## src/rtl/result_reader.sv

```systemverilog
// result_reader: drains the result register file onto a valid/ready stream, then optionally clears it
module result_reader #(
   parameter int NUM_REGS      = 10,
   parameter int DATA_WIDTH    = 32,
   parameter int CLEAR_ON_DONE = 1
) (
   input  logic                  clk,
   input  logic                  n_rst,
   input  logic                  start,
   output logic [3:0]            out_sel,
   input  logic [DATA_WIDTH-1:0] reg_data,
   output logic                  clear_data,
   output logic [DATA_WIDTH-1:0] tx_data,
   output logic                  tx_valid,
   output logic                  tx_last,
   input  logic                  tx_ready,
   output logic                  busy,
   output logic                  done
);
   typedef enum logic [2:0] {IDLE, LOAD, SEND, CLEAR, DONE} state_t;
   localparam logic [3:0] LAST = 4'(NUM_REGS - 1);
   state_t state;
   // sweep sequencer; out_sel doubles as the word index so it can never pass LAST
   always_ff @(posedge clk or negedge n_rst)
      if (!n_rst) begin
         state      <= IDLE;
         out_sel    <= '0;
         tx_data    <= '0;
         tx_valid   <= 1'b0;
         tx_last    <= 1'b0;
         clear_data <= 1'b0;
         busy       <= 1'b0;
         done       <= 1'b0;
      end else begin
         clear_data <= 1'b0;
         done       <= 1'b0;
         case (state)
            IDLE:
               if (start) begin
                  out_sel <= '0;
                  busy    <= 1'b1;
                  state   <= LOAD;
               end
            LOAD: begin
               tx_data  <= reg_data;
               tx_valid <= 1'b1;
               tx_last  <= out_sel == LAST;
               state    <= SEND;
            end
            SEND:
               if (tx_ready) begin
                  tx_valid <= 1'b0;
                  if (out_sel == LAST) begin
                     tx_last <= 1'b0;
                     out_sel <= '0;
                     if (CLEAR_ON_DONE != 0) begin
                        clear_data <= 1'b1;
                        state      <= CLEAR;
                     end else begin
                        done  <= 1'b1;
                        state <= DONE;
                     end
                  end else begin
                     out_sel <= out_sel + 4'd1;
                     state   <= LOAD;
                  end
               end
            CLEAR: begin
               done  <= 1'b1;
               state <= DONE;
            end
            DONE: begin
               busy  <= 1'b0;
               state <= IDLE;
            end
            default: state <= IDLE;
         endcase
      end
endmodule
```

## config.mk

```make
export PLATFORM = sky130hd
export DESIGN_NAME = result_reader
export DESIGN_NICKNAME = d
export VERILOG_FILES = /design/src/rtl/result_reader.sv
export SDC_FILE = /design/constraint.sdc
export NUM_CORES = 1
export LEC_CHECK = 0
export CAP_MARGIN = 20
export CORE_MARGIN = 1.5
export CORE_UTILIZATION = 43
export DETAILED_ROUTE_END_ITERATION = 10
export PLACE_DENSITY_LB_ADDON = 0.3
export SLEW_MARGIN = 0
export SYNTH_ARGS = -nofsm -noshare
export SYNTH_HDL_FRONTEND = slang
export SYNTH_SLANG_ARGS = --single-unit
```

## constraint.sdc

```tcl
create_clock -name clk -period 1.77 [get_ports clk]
set_input_delay 0.177 -clock clk [delete_from_list [all_inputs] [get_ports clk]]
set_output_delay 0.177 -clock clk [all_outputs]
set_load 0.05 [all_outputs]
```

After elaboration in Yosys (flattened, before gate mapping)
Index checks and enable logic that the tools add are counted.
{"block": "word_totals", "out_inout_bits": 41, "input_bits": 36, "ff_bits": 44}
{"block": "op_classes", "n_eq_ne": 8, "muxes": 19, "reduce_logical": 9, "n_addsub": 1}
{"cell": "$mux 4", "count": 3}
{"cell": "$pmux 3 s4", "count": 1}
{"cell": "$mux 1", "count": 8}
{"cell": "$pmux 4 s2", "count": 1}
{"cell": "$eq 3x2->1 const B", "count": 2}
{"cell": "$mux 3", "count": 2}
{"cell": "$ne 2x2->1 const B", "count": 3}
{"cell": "$pmux 1 s2", "count": 3}
{"cell": "$reduce_and 2->1", "count": 3}
{"cell": "$reduce_and 3->1", "count": 2}
{"cell": "$reduce_bool 2->1", "count": 3}
{"cell": "$add 4x1->4 const B", "count": 1}
{"cell": "$eq 4x4->1 const B", "count": 1}
{"cell": "$eq 3x1->1 const B", "count": 1}
{"cell": "$eq 3x3->1 const B", "count": 1}
{"cell": "$logic_not 3->1", "count": 1}
{"cell": "$mux 2", "count": 1}

Longest topological paths before layout
{"block": "logic_depth", "depth_word": 4, "ltp_mapped": 5}

Worst setup path after synthesis
No wires, ideal clock.
{"block": "synth_path", "path_kind": "reg2reg", "from": "reg out_sel[0]", "to": "reg state[1]", "period_less_slack_ns": 1.621, "path_slack_ns": 0.149, "arrival_ns": 1.542, "n_path_buf": 0, "t_required_ns": 1.691, "path_stages_with_launch": 5, "cell_sequence": "dfrtp_1 -> ha_1 -> nand3b_1 -> a211o_1 -> a21oi_1"}
{"block": "synth_via", "elab_chain_cells": 4}
{"item": "start, declared", "line": "10", "source": "output logic [3:0] out_sel,"}
{"item": "start signal, assigned", "line": "64", "source": "out_sel <= out_sel + 4'd1;"}
{"item": "$eq 4x4->1", "line": "53", "source": "if (out_sel == LAST) begin"}
{"item": "$mux 2", "line": "53"}
{"item": "$mux 3", "line": "51", "source": "if (tx_ready) begin"}
{"item": "$pmux 3 s4", "line": "37", "source": "case (state)"}
{"item": "end signal, assigned", "line": "42", "source": "state <= LOAD;"}
{"item": "end signal, assigned", "line": "58", "source": "state <= CLEAR;"}
{"item": "end signal, assigned", "line": "61", "source": "state <= DONE;"}
{"item": "end, declared", "line": "22", "source": "state_t state;"}
Every way passes these cells. The select of a mux whose other input is x is not followed.
A chain may end at the register's enable or synchronous reset.

Worst setup path after layout
{"block": "layout_path", "from": "reg out_sel[3]", "to": "out out_sel[3]"}
No word-level cell between the ends.

==> run summary <==
TritonCTS buffer count -> 5
Hold Fails Final Rpt -> 0
Multiplexer area fraction after synthesis -> 25.3%
DRT Wirelength -> 3860 um
Starting density of the core -> 44.5%
Avg WL per Cell -> 15.0 um
CTS Hold Buffers Added -> 1
Hold Worst Slack -> 0.373 ns
Critical-path top delay cell -> clkdlybuf4s50_1
Post-synth EDFFs -> 0
CP Cell Sequence -> clkdlybuf4s50_1
Top_reg_cell synth -> dfrtp_1
Slowest cell delay on critical path -> 0.83 ns
Worst setup EP type -> output pin
Largest net degree at the start of global routing -> 26
Sequential Area -> 0.00110 mm^2
CTS Buffer Depth -> 2
Post-synth net total -> 158
Worst r2r src -> state[0]
Largest family of logic cells by synthesized area -> multiplexers
Num Clock Sinks -> 44
Pwr Density -> 2300 mW/mm^2
Fin Clk Skew -> 0.00595 ns
CTS tree -> done
CTS H-tree lvls -> 2
Yosys warnings -> 0
Skew-Pair Late Insertion Delay -> 0.29 ns
Die ar. -> 0.00492 mm^2
Die W -> 70.2 um
Average cell area after synthesis -> 16.2 um^2
Overflow after GRT -> 0
Global-route wire length before repair -> 6380 um
# setup viols final -> 0
Worst slew margin -> 64.9%
Synth Area in XOR/XNOR -> 0%
Initial antenna violation count -> 0
Leading cell types by total area after synthesis -> dfrtp_1 57%, mux2_4 22%, buf_12 3.1%
Tcrit/Tclk final -> 95.1%
I/O pin count -> 77
Worst EP arrival -> 1.51 ns
Post-synth top area share -> 56.8%
DRC viols -> 0
Synthesized area -> 0.00194 mm^2
Share of layout cells above drive strength 1 -> 27.3%
Fmax -> 594 MHz
Overall routing resource usage -> 16.6%
Synth-to-Final Area Change -> 47.0%
Worst Setup SP -> out_sel[3]
Routed Antenna Nets -> 0
RD Place Congestion -> 0.791
Max VDD drop -> 1120 uV
Unrepaired setup endpoints after global routing -> no
Worst path bufs/invs -> 1
Tot Pwr -> 6550 uW
Register area share after synthesis -> 56.8%
Worst Tran Pin Value -> 0.524 ns
Pleak -> 0.00124 uW
Cts repair resizes -> 0
Setup TNS -> 0 ns
Crit-path max FO -> 4
Row cnt -> 24
Via-per-instance ratio -> 4.93
DR pass1 iterations -> 3
Top delay family on crit path -> buffers and inverters
Synth cell types -> 30
Crit path kind -> register to output pin
Startpoint Class -> register
Post-synthesis simple-gate area fraction -> 7.55%
Final number of max-transition violations -> 0
Ant diodes -> 0
Die Y -> 70.2 um
Setup Buffers After CTS -> 0
Final min period -> 1.68 ns
Post-DP HPWL -> 2850 um
Nets -> 242
Clock Tree Root -> clkbuf_8
Number of max-cap violations -> 0
Required @ worst endpoint -> 1.59 ns
Vias in the first global route -> 1330
Area fraction in compound gates after synthesis -> 4.65%
Core footprint -> 0.00435 mm^2
Class of the worst hold path -> input pin to async pin
Initial DRC Count -> 60
Multi-input gate area -> 752 um^2
Synth Register Bits -> 44
Post-synth top area cell -> dfrtp_1
Clock transition at path regs -> 0.08 ns
Via count -> 1268
Port bufs -> 76
Asr flop ratio synth -> 100%
Syn Inst Count -> 120
Filler cell count -> 320
Status -> finished clean
Synth Area in Adders -> 1.29%
-- registers in the layout, indices dropped and copies added (netlist names) --
signal	count
tx_valid	1
done	1
clear_data	1
tx_last	1
out_sel	4
busy	1
tx_data	32
state	3
-- cells in the mapped netlist (all sizes together) (2+ instances only) --
cell type and n:
dfrtp 44, a21oi 4, nor2 6, and2 3, mux2 33, nand4 2
ha 2, buf 4, inv 4, nand2b 3
-- metal layers --
layer | vias up | global-route usage [%] | part of all wire (%) | routed length (um)
met3 | 2 | 5.63 | 6.1 | 235
met1 | 634 | 21.5 | 44 | 1690
met4 | 0 | 4.49 | 0.52 | 20
met2 | 42 | 26.8 | 49 | 1910
li1 | 590 | - | - | -
met5 | - | 0 | 0 | 0
-- cell type report --
| type | instances | area share (%) |
|---|---|---|
| timing repair buffer | 81 | 28.3 |
| multi-input combinational | 68 | 26.4 |
| clock inverter | 3 | 1.49 |
| tap | 52 | 2.28 |
| clock buffer | 5 | 2.41 |
| sequential | 44 | 38.6 |
| inverter | 4 | 0.527 |
-- cell usage in the layout, fill, tap and decap left out, types with 2 or more instances in the layout --
cell type	count
clkdlybuf4s50_1	74
dfrtp_1	44
mux2_4	29
nor2_1	5
clkbuf_8	5
inv_1	4
mux2_2	4
a21oi_1	4
buf_4	4
and2_2	2
nand4_1	2
nand2b_1	2
ha_1	2
-- through the flow --
stage / setup slack, ns / cells / instance area [um^2] / utilization [%]
5_1_grt: 0.0193 / 257 / 2850 / 65.5
2_1_floorplan: 0.149 / 120 / 1940 / -
3_5_place_dp: 0.211 / 248 / 2730 / 62.7
6_report: 0.0864 / 257 / 2850 / 65.5
3_3_place_gp: 0.264 / 248 / 2730 / 62.7
4_1_cts: 0.0659 / 257 / 2850 / 65.5
-- power by group --
group | switching [uW] | internal [uW] | total [uW]
sequential | 320 | 1480 | 1800
combinational | 2310 | 1710 | 4010
clock | 312 | 417 | 729
total | 2940 | 3600 | 6550
-- logic make-up (layout without fill, tap and decap cells) --
kind of cell | after synthesis | after routing
flip-flops | 44 | 44
multiplexers | 34 | 34
AND/OR/NAND/NOR | 21 | 21
AO/OA/AOI/OAI | 11 | 11
buffers and inverters | 8 | 93
adder cells (fa/ha/maj) | 2 | 2
-- final timing paths --
check,endpoint,slack [ns],depth (start not counted)
max,out_sel[3],0.09,1
min,tx_data[19],0.37,2
max reg2reg,tx_data[26],0.31,4
min reg2reg,tx_data[0],0.51,1
max in group asynchronous,tx_data[28],0.72,3
min in group clk,tx_data[19],0.50,2
No activity file was read; power rests on OpenSTA's default activity.
